`src/rtl/uart_tx_if.sv`:
```
// Request/serializer bundle for the UART TX scheduler.
// The scheduler takes the slave side; requesters and serializer take the master side.
interface uart_tx_if;
    logic        req0;
    logic [31:0] word0;
    logic        req1;
    logic [31:0] word1;
    logic        ack0;
    logic        ack1;
    logic        tx_done;
    logic [7:0]  tx_data;
    logic        parity_sel;
    logic        tx_sel;
    logic        busy;
    logic        grant_id;
    logic        timeout_err;
    logic        err_clr;

    modport master (
        output req0, word0, req1, word1, tx_done, err_clr,
        input  ack0, ack1, tx_data, parity_sel, tx_sel, busy, grant_id, timeout_err
    );

    modport slave (
        input  req0, word0, req1, word1, tx_done, err_clr,
        output ack0, ack1, tx_data, parity_sel, tx_sel, busy, grant_id, timeout_err
    );
endinterface

```
`src/rtl/uart_tx_scheduler.sv`:
```
// Round-robin scheduler handing UART_TX words from two requesters to one serializer,
// with a completion timeout and a post-frame guard gap.
//
// state     | meaning
// IDLE      | waiting for a request; grants and acks combinationally
// START     | one-cycle start strobe to the serializer
// WAIT_DONE | counting cycles until tx_done or timeout
// GUARD     | idle gap of GUARD_CYCLES before the next grant
module uart_tx_scheduler #(
    parameter int GUARD_CYCLES = 2,
    parameter int DONE_TIMEOUT = 4096
) (
    input  logic     clk,
    input  logic     rst,
    uart_tx_if.slave bus
);

    localparam int WAIT_W  = (DONE_TIMEOUT > 1) ? $clog2(DONE_TIMEOUT) : 1;
    localparam int GUARD_W = (GUARD_CYCLES > 1) ? $clog2(GUARD_CYCLES) : 1;
    localparam logic [WAIT_W-1:0]  WAIT_LAST  = WAIT_W'(DONE_TIMEOUT - 1);
    localparam logic [GUARD_W-1:0] GUARD_LAST = GUARD_W'((GUARD_CYCLES > 0) ? GUARD_CYCLES - 1 : 0);

    typedef enum logic [1:0] {IDLE, START, WAIT_DONE, GUARD} state_t;

    state_t              state, state_nx;
    logic [WAIT_W-1:0]   wait_cnt;
    logic [GUARD_W-1:0]  guard_cnt;
    logic [7:0]          data_q;
    logic                par_q;
    logic                grant_q;
    logic                err_q;
    logic                pick0, pick1, grant_any, timeout_hit, frame_end;
    logic                unused_word_bits;

    assign unused_word_bits = ^{bus.word0[31:9], bus.word1[31:9]};

    always_comb begin
        // requester 1 wins a tie only when requester 0 owned the previous frame
        pick1       = bus.req1 & (~bus.req0 | ~grant_q);
        pick0       = bus.req0 & ~pick1;
        grant_any   = (state == IDLE) & (bus.req0 | bus.req1);
        frame_end   = (state == WAIT_DONE) & (bus.tx_done | (wait_cnt == WAIT_LAST));
        timeout_hit = (state == WAIT_DONE) & ~bus.tx_done & (wait_cnt == WAIT_LAST);
        state_nx    = state;
        case (state)
            IDLE:      if (grant_any) state_nx = START;
            START:     state_nx = WAIT_DONE;
            WAIT_DONE: if (frame_end) state_nx = (GUARD_CYCLES == 0) ? IDLE : GUARD;
            GUARD:     if (guard_cnt == GUARD_LAST) state_nx = IDLE;
            default:   state_nx = IDLE;
        endcase
    end

    always_ff @(posedge clk or posedge rst) begin
        if (rst) state <= IDLE;
        else     state <= state_nx;
    end

    always_ff @(posedge clk or posedge rst) begin
        if (rst) begin
            wait_cnt  <= '0;
            guard_cnt <= '0;
            data_q    <= '0;
            par_q     <= 1'b0;
            grant_q   <= 1'b1;
            err_q     <= 1'b0;
        end else begin
            if (grant_any) begin
                data_q  <= pick1 ? bus.word1[7:0] : bus.word0[7:0];
                par_q   <= pick1 ? bus.word1[8]   : bus.word0[8];
                grant_q <= pick1;
            end
            wait_cnt  <= (state == WAIT_DONE && state_nx == WAIT_DONE) ? wait_cnt + 1'b1 : '0;
            guard_cnt <= (state == GUARD && state_nx == GUARD) ? guard_cnt + 1'b1 : '0;
            if (timeout_hit)      err_q <= 1'b1;
            else if (bus.err_clr) err_q <= 1'b0;
        end
    end

    // acks are gated by rst so a held request cannot glitch them during reset
    assign bus.ack0        = ~rst & grant_any & pick0;
    assign bus.ack1        = ~rst & grant_any & pick1;
    assign bus.tx_sel      = (state == START);
    assign bus.busy        = (state != IDLE);
    assign bus.tx_data     = data_q;
    assign bus.parity_sel  = par_q;
    assign bus.grant_id    = grant_q;
    assign bus.timeout_err = err_q;

endmodule

```
`src/flat_wrapper.sv`:
```
// flat-port wrapper written by rule: the top's interface ports become plain ports
module uart_tx_scheduler_flat 
#(
    parameter int GUARD_CYCLES = 2,
    parameter int DONE_TIMEOUT = 4096
)
  (clk, rst, bus_req0, bus_word0, bus_req1, bus_word1, bus_tx_done, bus_err_clr, bus_ack0, bus_ack1, bus_tx_data, bus_parity_sel, bus_tx_sel, bus_busy, bus_grant_id, bus_timeout_err);
  uart_tx_if bus_i ();
  input  logic clk;
  input  logic rst;
  input wire logic [$bits(bus_i.req0)-1:0] bus_req0;
  input wire logic [$bits(bus_i.word0)-1:0] bus_word0;
  input wire logic [$bits(bus_i.req1)-1:0] bus_req1;
  input wire logic [$bits(bus_i.word1)-1:0] bus_word1;
  input wire logic [$bits(bus_i.tx_done)-1:0] bus_tx_done;
  input wire logic [$bits(bus_i.err_clr)-1:0] bus_err_clr;
  output wire logic [$bits(bus_i.ack0)-1:0] bus_ack0;
  output wire logic [$bits(bus_i.ack1)-1:0] bus_ack1;
  output wire logic [$bits(bus_i.tx_data)-1:0] bus_tx_data;
  output wire logic [$bits(bus_i.parity_sel)-1:0] bus_parity_sel;
  output wire logic [$bits(bus_i.tx_sel)-1:0] bus_tx_sel;
  output wire logic [$bits(bus_i.busy)-1:0] bus_busy;
  output wire logic [$bits(bus_i.grant_id)-1:0] bus_grant_id;
  output wire logic [$bits(bus_i.timeout_err)-1:0] bus_timeout_err;
  assign bus_i.req0 = bus_req0;
  assign bus_i.word0 = bus_word0;
  assign bus_i.req1 = bus_req1;
  assign bus_i.word1 = bus_word1;
  assign bus_i.tx_done = bus_tx_done;
  assign bus_i.err_clr = bus_err_clr;
  assign bus_ack0 = bus_i.ack0;
  assign bus_ack1 = bus_i.ack1;
  assign bus_tx_data = bus_i.tx_data;
  assign bus_parity_sel = bus_i.parity_sel;
  assign bus_tx_sel = bus_i.tx_sel;
  assign bus_busy = bus_i.busy;
  assign bus_grant_id = bus_i.grant_id;
  assign bus_timeout_err = bus_i.timeout_err;
  uart_tx_scheduler #(.GUARD_CYCLES(GUARD_CYCLES), .DONE_TIMEOUT(DONE_TIMEOUT)) u_core (.clk(clk), .rst(rst), .bus(bus_i));
endmodule
```
`config.mk`:
```
export PLATFORM = sky130hd
export DESIGN_NAME = uart_tx_scheduler_flat
export DESIGN_NICKNAME = d
export VERILOG_FILES = /design/src/rtl/uart_tx_if.sv /design/src/rtl/uart_tx_scheduler.sv /design/src/flat_wrapper.sv
export SDC_FILE = /design/constraint.sdc
export NUM_CORES = 1
export LEC_CHECK = 0
export CORE_MARGIN = 5
export CORE_UTILIZATION = 39
export CTS_CLUSTER_DIAMETER = 150
export CTS_CLUSTER_SIZE = 20
export DETAILED_ROUTE_END_ITERATION = 7
export MAX_ROUTING_LAYER = met4
export PLACE_DENSITY = 0.93
export SLEW_MARGIN = 20
export SYNTH_ARGS = -nofsm -noshare
export SYNTH_HDL_FRONTEND = slang
export SYNTH_SLANG_ARGS = --single-unit
```
`constraint.sdc`:
```
create_clock -name clk -period 4.76 [get_ports clk]
set_clock_uncertainty 0.1 [all_clocks]
set_input_delay 1.428 -clock clk [delete_from_list [all_inputs] [get_ports clk]]
set_output_delay 1.428 -clock clk [all_outputs]
set_load 0.005 [all_outputs]
```
==> impl_summary.txt, run 1 <==
----------------------------------------------------
[Outcome]
  Run status ... completed

[Drt]
  Number of remaining DRC errors ... 0
  Avg Vias per Cell ... around 5.3
  Remaining number of nets flagged by the antenna check after routing ... 0
  Number of iterations in the first detailed-routing pass ... 4
  Final wirelength ... 3140 um
  Via count ... 1,050
  Drt initial violations ... 26
  Wire length per cell ... 15.9 um

[Min path]
  Min-delay worst type ... reg2reg
  Source of the worst hold timing path ... u_core.guard_cnt$_DFF_PP0_

[Clock network]
  Hold buffer count at CTS ... 0
  Root buffer selected by CTS ... sky130_fd_sc_hd__clkbuf_4
  Clock-pin slew on the worst setup and hold paths ... roughly 0.14 ns
  Insertion delay of the later-clocked pin in the worst-skew pair ... between 0.3 and 0.4 ns
  Number of clock sinks seen by CTS ... 26
  H-tree lvl count ... 1
  CTS tree ... done
  Post-CTS sizing ... 0
  Post-CTS setup buffer count ... 0
  Number of CTS-inserted buffers ... 3
  Number of buffers between clock root and the deepest sink ... 2

[Setup path]
  Buffer and inverter count on the worst path ... 2
  Cell family with the largest share of critical-path delay ... buffers and inverters
  Cell breakdown of the critical path ... clkdlybuf4s50_1 > a21boi_0 > and3_1 > clkdlybuf4s50_1
  Worst Setup End Kind ... primary output
  Critical Path Source ... bus_req1
  Endpoint of the most critical setup path ... bus_ack1
  Critical R2R Capture ... u_core.bus.timeout_err$_DFFE_PP0P_
  Worst setup slack for register-to-register paths ... 2.81 ns
  Cell at the slowest stage of the critical path ... sky130_fd_sc_hd__clkdlybuf4s50_1
  Maximum fanout along the worst path ... 4
  Type of element launching the critical path ... input port
  Reg2Reg Depth ... 4
  Worst path arrival time ... between 3 and 4 ns
  Required time of the critical path ... 3.23 ns
  Launching point of the worst reg2reg path ... u_core.wait_cnt[0]$_DFF_PP0_
  Most prevalent standard cell on the critical path ... sky130_fd_sc_hd__clkdlybuf4s50_1
  Critical path type ... in2out
  Levels on crit path ... 4
  Largest incremental delay on the critical path ... around 0.54 ns

[Floorplanning]
  Placeable core region ... 3340 um2
  I/O pin count ... 85
  Die Span Y ... 68.6 um
  DIE AREA ... 4700 um2
  Initial core utilization ... 0.401
  Standard-cell row count ... 21
  Horizontal die dimension ... 68.6 um

[Timing]
  Headroom to the max-slew limit ... 0.473
  Max-slew violation count ... 0
  Worst Max-Slew Pin Slew ... ~0.78 ns
  Max frequency ... 219 MHz
  Final critical path time including I/O delays and setup ... 4.57 ns
  Final worst-path cycle share ... 0.960
  Final hold violations ... 0
  Final setup fails ... 0
  Unrepaired setup endpoints after global routing ... no
  Sum of negative setup slack ... 0 ns
  Worst Hold Slack ... about 0.36 ns

[Logic synthesis]
  Number of warnings reported in the yosys synthesis log ... 0
  Syn Inst Count ... 113
  Synth Net Count ... between 150 and 200
  Mean Syn Cell Area ... between 10 and 15 um2
  Share of the synthesized area in the top cell type ... 0.468
  Share of synthesized area occupied by flip-flops and latches ... 0.487
  Area contributors post-synth ... sky130_fd_sc_hd__dfrtp_1 (47%), sky130_fd_sc_hd__mux2_2 (15%), sky130_fd_sc_hd__a211oi_2 (2.8%), sky130_fd_sc_hd__a211oi_1 (2.2%), sky130_fd_sc_hd__o31ai_1 (2.2%)
  Count of flip-flops with a built-in enable after synthesis ... 0
  Cell type with the highest aggregate area in the netlist ... sky130_fd_sc_hd__dfrtp_1
  Distinct cells, synth ... 35
  Post-synth ARST share ... 1.00
  Top flip-flop cell by instance count after synthesis ... sky130_fd_sc_hd__dfrtp_1
  Number of synthesized register bits ... 26
  Netlist area before placement ... 1340 um2

[Global routing]
  Via count of the first global-routing pass ... 1,127
  Global route overflow ... 0
  Global-route wire length before repair ... 5200 um
  Largest net degree at the start of global routing ... 27
  Number of antenna violations at the first check in global routing ... 0
  Gr usage total ... 0.154

[Placement]
  HPWL reported at the end of detailed placement ... 2450 um
  Gpl congestion ... 0.793
  Port Buf Inserts ... 38
  Cell area after placement ... 1740 um2

[Finish]
  Number of antenna repair diodes ... 0
  Share of final-layout standard cells stronger than drive strength 1 ... 0.204
  Layout Area Growth over Synthesis ... 32.8%
  Commonest cells after routing, fill and taps aside ... sky130_fd_sc_hd__clkdlybuf4s50_1 (38), sky130_fd_sc_hd__dfrtp_1 (25), sky130_fd_sc_hd__mux2_2 (18)
  Post-route cell area ... around 1800 um2
  Post-layout util ... 0.532
  Most common cell after layout, fill and taps aside ... sky130_fd_sc_hd__clkdlybuf4s50_1
  Count of nets after finishing ... 224
  Filler cell count ... 281

[Pwr]
  Worst IR drop on VDD ... approximately 0.27 mV
  Post-route total power ... 0.000685 W
  P per Cell Area ... a little under 400 nW/um2
  Static leakage power ... roughly 0.7 nW

[Flow run]
  Max-cap violation count ... 0

----------------------------------------------------
[area by class of cell]
class	count	area, um2	share of cell area
Sequential cell	26	652	0.367
Inverter	7	26.3	0.0148
Clock buffer	4	26.3	0.0148
Multi-Input combinational cell	75	619	0.349
Tap cell	46	57.6	0.0324
Timing Repair Buffer	40	395	0.223
[cells by family after synthesis]
group / synth area share
buffers and inverters: 0.0561
DFF: 0.487
and+or+nand+nor: 0.155
muxes: 0.152
adders and majority gates: 0.00935
xor gates and xnor gates: 0.0196
AOI/OAI and AO/OA: 0.121
[cell usage after synthesis (all sizes together) (2+ instances only)]
master	n
a211oi	7
and3	2
buf	3
clkbuf	2
dfrtp	25
inv	7
mux2	18
nand2	3
nand3	4
nand4	2
nor2	5
nor3	4
o21a	2
o21ai	3
o31ai	4
or3	4
or4	4
xnor2	2
[worst min path at each step]
stage / end / depth (start not counted)
global route: u_core.guard_cnt$_DFF_PP0_ / 1
global placement: u_core.guard_cnt$_DFF_PP0_ / 1
finish: u_core.guard_cnt$_DFF_PP0_ / 1
floorplan: u_core.guard_cnt$_DFF_PP0_ / 1
CTS: u_core.guard_cnt$_DFF_PP0_ / 1
detailed placement: u_core.guard_cnt$_DFF_PP0_ / 1
[per-layer routing]
metal | share of wire | global-route usage
met2 | 0.57 | 0.292
met5 | 0 | -
met1 | 0.38 | 0.158
met3 | 0.039 | 0.0324
met4 | 0.011 | 0.0422
[report_power, final]
part / total [W] / switching [W] / internal [W]
logic: 0.000265 / 0.0000930 / 0.000172
registers: 0.000323 / 0.0000412 / 0.000282
clock network: 0.0000975 / 0.0000646 / 0.0000329
total: 0.000685 / 0.000199 / 0.000486
[worst register-to-register path, cell delays in order (launching register included)]
cell and delay (ns):
sky130_fd_sc_hd__dfrtp_1 0.43, sky130_fd_sc_hd__ha_1 0.24, sky130_fd_sc_hd__nand3_4 0.16, sky130_fd_sc_hd__nor4_4 0.74, sky130_fd_sc_hd__a22o_1 0.23
[stage by stage]
stage	cells	setup slack, ns
finish	198	0.188
floorplan	113	0.969
detailed placement	194	0.208
global placement	194	0.290
CTS	198	0.199
global route	198	0.128
[sequential cells by signal (all words and copies together) (netlist names)]
name,cells
u_core.guard_cnt,1
u_core.bus.grant_id,1
u_core.bus.tx_data,8
u_core.bus.timeout_err,1
u_core.wait_cnt,12
u_core.state,2
u_core.bus.parity_sel,1
(Power assumes the default switching activity.)
==> run 2: changes to the inputs <==
--- a/config.mk
+++ b/config.mk
@@ -5,7 +5,7 @@
 export SDC_FILE = /design/constraint.sdc
 export NUM_CORES = 1
 export LEC_CHECK = 0
-export CORE_MARGIN = 5
+export CORE_MARGIN = 2
 export CORE_UTILIZATION = 39
 export CTS_CLUSTER_DIAMETER = 150
 export CTS_CLUSTER_SIZE = 20
==> impl_summary.txt, run 2 (synthesis results as in run 1) <==
----------------------------------------------------
[Floorplanning]
  Horizontal die dimension ... 62.6 um
  Placeable core region ... 3310 um2
  Die Span Y ... 62.6 um
  I/O pin count ... between 80 and 90
  DIE AREA ... 3910 um2
  Standard-cell row count ... 21
  Initial core utilization ... 0.404

[Clock network]
  Root buffer selected by CTS ... sky130_fd_sc_hd__clkbuf_4
  Number of clock sinks seen by CTS ... 26
  Number of CTS-inserted buffers ... 3
  Post-CTS sizing ... 0
  CTS tree ... done
  Hold buffer count at CTS ... 0
  Post-CTS setup buffer count ... 0
  Number of buffers between clock root and the deepest sink ... 2
  Clock-pin slew on the worst setup and hold paths ... 0.13 ns
  H-tree lvl count ... 1
  Insertion delay of the later-clocked pin in the worst-skew pair ... 0.32 ns

[Drt]
  Final wirelength ... 3030 um
  Number of iterations in the first detailed-routing pass ... 4
  Avg Vias per Cell ... 5.32
  Wire length per cell ... about 15 um
  Via count ... 1,054
  Number of remaining DRC errors ... 0
  Drt initial violations ... 27
  Remaining number of nets flagged by the antenna check after routing ... 0

[Setup path]
  Reg2Reg Depth ... 4
  Required time of the critical path ... 3.23 ns
  Critical path type ... in2out
  Worst Setup End Kind ... primary output
  Maximum fanout along the worst path ... 4
  Worst path arrival time ... 3.12 ns
  Type of element launching the critical path ... input port

[Pwr]
  Relative contribution of the clock network to total power ... 0.203
  Static leakage power ... 0.699 nW
  Reg power frac ... 0.439
  Switching power as a share of total power ... 0.268
  Worst IR drop on VDD ... 0.353 mV
  Switching power ... between 0.00015 and 0.0002 W
  Power share of the combinational group ... 0.358
  Post-route total power ... 0.000736 W
  Power Internal ... 0.000539 W
  P per Cell Area ... 408 nW/um2

[Timing]
  Final worst-path cycle share ... 0.977
  Max frequency ... ~220 MHz
  Sum of negative setup slack ... 0 ns
  Worst Hold Slack ... between 0.3 and 0.4 ns
  Final setup fails ... 0
  Unrepaired setup endpoints after global routing ... no
  Headroom to the max-slew limit ... 0.477
  Final critical path time including I/O delays and setup ... 4.65 ns
  Worst Max-Slew Pin Slew ... 0.778 ns
  Fin worst setup slack ... 0.112 ns
  Final hold violations ... 0
  Max-slew violation count ... 0

[Placement]
  Gpl congestion ... ~0.72
  Pre-CTS setup slack ... 0.158 ns
  HPWL reported at the end of detailed placement ... 2300 um
  Instance count after placement with tap cells included ... 194
  Port Buf Inserts ... 38

[Global routing]
  Global route overflow ... 0
  Number of antenna violations at the first check in global routing ... 0
  Gr usage total ... 0.170
  Largest net degree at the start of global routing ... 27
  Via count of the first global-routing pass ... 1,145
  Global-route wire length before repair ... just over 5000 um

[Finish]
  Number of antenna repair diodes ... 0
  Most common cell after layout, fill and taps aside ... sky130_fd_sc_hd__clkdlybuf4s50_1
  Share of final-layout standard cells stronger than drive strength 1 ... 0.211
  Reg with most FFs ... u_core.wait_cnt
  Commonest cells after routing, fill and taps aside ... sky130_fd_sc_hd__clkdlybuf4s50_1 (38), sky130_fd_sc_hd__dfrtp_1 (25), sky130_fd_sc_hd__mux2_2 (18)
  Post-Layout Cell Count ... 198
  Layout Area Growth over Synthesis ... 34.8%
  Flip-flop count of the largest register after layout ... 12
  Count of nets after finishing ... 224

[Min path]
  Worst Hold Depth ... 1
  Min-delay worst type ... reg2reg

[Flow run]
  Max-cap violation count ... 0

[Outcome]
  Run status ... completed

----------------------------------------------------
## run 2: changes by cell type in the layout (fill, tap and decap cells not counted)
cell and delta:
sky130_fd_sc_hd__bufinv_16 +1, sky130_fd_sc_hd__clkbuf_1 -1
## run 2: per-layer routing
layer | part of all wire | track usage | wire length (um) | up-vias
met5 | 0 | - | 0 | -
met4 | 0.0033 | 0.0528 | 10 | 0
met3 | 0.041 | 0.0288 | 125 | 2
met2 | 0.57 | 0.320 | 1730 | 23
met1 | 0.38 | 0.179 | 1160 | 532
li1 | - | - | - | 497
## run 2: through the flow
stage,util,cell area [um2]
after floorplan,-,1340
after global placement,0.526,1740
after detailed placement,0.526,1740
after CTS,0.542,1790
after global routing,0.545,1800
final,0.545,1800
## run 2: layout make-up
type	count	area (um2)
Clock buffer	3	22.5
Tap cell	46	57.6
Multi-Input combinational cell	75	619
Timing Repair Buffer	40	395
Inverter	7	26.3
Sequential cell	26	652
Clock inverter	1	30.0
Fill cell	293	1510
## run 2: critical path, cell delays in order
cell and delay, ns:
sky130_fd_sc_hd__clkdlybuf4s50_1 0.53, sky130_fd_sc_hd__a21boi_0 0.43, sky130_fd_sc_hd__and3_1 0.23, sky130_fd_sc_hd__clkdlybuf4s50_1 0.50
## run 2: power by group through the flow
stage,Combinational (W),Clock [W],Sequential (W)
finish,0.000264,0.000149,0.000323
global route,0.000284,0.000160,0.000333
CTS,0.000266,0.000153,0.000324
detailed placement,0.000264,0,0.000328
global placement,0.000253,0,0.000324
floorplan,0.000123,0,0.000325
## run 2: final timing paths
check / start / endpoint / slack (ns)
worst max register to register: u_core.wait_cnt[0]$_DFF_PP0_ / u_core.bus.timeout_err$_DFFE_PP0P_ / 2.80
worst min register to register: u_core.guard_cnt$_DFF_PP0_ / u_core.guard_cnt$_DFF_PP0_ / 0.36
worst max-delay path: bus_req1 / bus_ack1 / 0.11
min in group asynchronous: rst / u_core.wait_cnt[0]$_DFF_PP0_ / 1.47
worst min-delay path: u_core.guard_cnt$_DFF_PP0_ / u_core.guard_cnt$_DFF_PP0_ / 0.36
max in group asynchronous: rst / u_core.bus.grant_id$_DFFE_PP1P_ / 2.78
==> run 3: changes to the inputs <==
--- a/config.mk
+++ b/config.mk
@@ -6,12 +6,12 @@
 export NUM_CORES = 1
 export LEC_CHECK = 0
 export CORE_MARGIN = 2
-export CORE_UTILIZATION = 39
+export CORE_UTILIZATION = 30
 export CTS_CLUSTER_DIAMETER = 150
 export CTS_CLUSTER_SIZE = 20
 export DETAILED_ROUTE_END_ITERATION = 7
 export MAX_ROUTING_LAYER = met4
-export PLACE_DENSITY = 0.93
+export PLACE_DENSITY = 0.76
 export SLEW_MARGIN = 20
 export SYNTH_ARGS = -nofsm -noshare
 export SYNTH_HDL_FRONTEND = slang
==> impl_summary.txt, run 3 (synthesis results as in run 1) <==
----------------------------------------------------
[Outcome]
  Run status ... completed

[Drt]
  Drt initial violations ... 44
  Final wirelength ... 2630 um
  Avg Vias per Cell ... 5.00
  Remaining number of nets flagged by the antenna check after routing ... 0
  Number of iterations in the first detailed-routing pass ... 4
  Number of remaining DRC errors ... 0
  Via count ... 1,025
  Wire length per cell ... around 13 um

[Clock network]
  Insertion delay of the later-clocked pin in the worst-skew pair ... between 0.2 and 0.3 ns
  Number of clock sinks seen by CTS ... 26
  Root buffer selected by CTS ... sky130_fd_sc_hd__clkbuf_8
  Post-CTS setup buffer count ... 0
  Post-CTS sizing ... 0
  Number of CTS-inserted buffers ... 3
  Hold buffer count at CTS ... 0
  Number of buffers between clock root and the deepest sink ... 2
  Clock-pin slew on the worst setup and hold paths ... 0.09 ns
  CTS tree ... done
  H-tree lvl count ... 1

[Finish]
  Filler cell count ... between 400 and 500
  Commonest cells after routing, fill and taps aside ... sky130_fd_sc_hd__clkdlybuf4s50_1 (38), sky130_fd_sc_hd__dfrtp_1 (25), sky130_fd_sc_hd__mux2_2 (18)
  Number of antenna repair diodes ... 0
  Share of final-layout standard cells stronger than drive strength 1 ... 0.216
  Count of nets after finishing ... 225
  Flip-flop count of the largest register after layout ... 12
  Reg with most FFs ... u_core.wait_cnt
  Post-route cell area ... 1830 um2
  Most common cell after layout, fill and taps aside ... sky130_fd_sc_hd__clkdlybuf4s50_1
  Layout Area Growth over Synthesis ... 36.7%

[Placement]
  Gpl congestion ... ~0.69
  Port Buf Inserts ... 38
  HPWL reported at the end of detailed placement ... between 2000 and 2500 um
  Pre-CTS setup slack ... ~0.28 ns
  Cell area after placement ... 1760 um2

[Global routing]
  Global route overflow ... 0
  Number of antenna violations at the first check in global routing ... 0
  Via count of the first global-routing pass ... 1,012
  Gr usage total ... 0.115
  Global-route wire length before repair ... 4510 um
  Largest net degree at the start of global routing ... 27

[Timing]
  Final critical path time including I/O delays and setup ... ~4.5 ns
  Final hold violations ... 0
  Final worst-path cycle share ... 0.943
  Max-slew violation count ... 0
  Unrepaired setup endpoints after global routing ... no
  Worst Max-Slew Pin Slew ... 0.578 ns
  Headroom to the max-slew limit ... 0.612
  Fin worst setup slack ... 0.271 ns
  Sum of negative setup slack ... 0 ns
  Max frequency ... roughly 220 MHz
  Final setup fails ... 0

[Pwr]
  P per Cell Area ... 417 nW/um2
  Post-route total power ... 0.000762 W
  Static leakage power ... 0.695 nW
  Worst IR drop on VDD ... 0.254 mV

[Floorplanning]
  Horizontal die dimension ... 70.8 um
  DIE AREA ... approximately 5000 um2
  I/O pin count ... 85
  Die Span Y ... 70.8 um
  Placeable core region ... 4320 um2
  Standard-cell row count ... 24
  Initial core utilization ... 0.309

[Flow run]
  Max-cap violation count ... 0

[Setup path]
  Required time of the critical path ... 3.23 ns
  Maximum fanout along the worst path ... 4
  Critical path type ... in2out
  Worst Setup End Kind ... primary output
  Worst path arrival time ... around 3.0 ns
  Type of element launching the critical path ... input port

[Min path]
  Min-delay worst type ... reg2reg

----------------------------------------------------
==> run 3: area by class of cell <==
cell class                      instances  area [um2]  area share
Sequential cell                        26         652       0.357
Multi-Input combinational cell         75         611       0.334
Timing Repair Buffer                   41         403       0.220
Tap cell                               52        65.1      0.0356
Clock buffer                            3        41.3      0.0226
Clock inverter                          1        30.0      0.0164
Inverter                                7        26.3      0.0144
==> run 3: report_power, final <==
part           internal, W  total (W)  leakage, nW  switching (W)
clock network     0.000112   0.000179       0.0357      0.0000663
registers         0.000282   0.000324        0.333      0.0000417
logic             0.000171   0.000259        0.326      0.0000881
==> run 3: critical path, stage by stage <==
cell and delay, ns:
sky130_fd_sc_hd__clkdlybuf4s50_1 0.51, sky130_fd_sc_hd__a21boi_0 0.31, sky130_fd_sc_hd__and3_1 0.20, sky130_fd_sc_hd__clkdlybuf4s50_1 0.51
==> run 3: final timing paths <==
path | startpoint | to | slack, ns | depth (start not counted)
min reg2reg | u_core.guard_cnt$_DFF_PP0_ | u_core.guard_cnt$_DFF_PP0_ | 0.36 | 1
max reg2reg | u_core.wait_cnt[0]$_DFF_PP0_ | u_core.wait_cnt[5]$_DFF_PP0_ | 2.86 | 5
min | u_core.guard_cnt$_DFF_PP0_ | u_core.guard_cnt$_DFF_PP0_ | 0.36 | 1
max | bus_req1 | bus_ack1 | 0.27 | 4
min in group asynchronous | rst | u_core.state[1]$_DFF_PP0_ | 1.47 | 3
max in group asynchronous | rst | u_core.bus.grant_id$_DFFE_PP1P_ | 2.80 | 3
==> run 3: layer usage <==
layer | GRT usage | vias to the layer above | wire [um]
li1 | - | 499 | -
met1 | 0.143 | 508 | 1240
met2 | 0.187 | 16 | 1290
met3 | 0.0271 | 2 | 75
met4 | 0.0314 | 0 | 31
met5 | - | - | 0
==> run 3: per-stage QoR <==
| stage | cells | hold WS [ns] | utilization |
|---|---|---|---|
| global route | 205 | 0.389 | 0.423 |
| CTS | 205 | 0.366 | 0.423 |
| floorplan | 113 | 0.316 | - |
| global placement | 201 | 0.329 | 0.406 |
| finish | 205 | 0.363 | 0.423 |
| detailed placement | 201 | 0.352 | 0.406 |
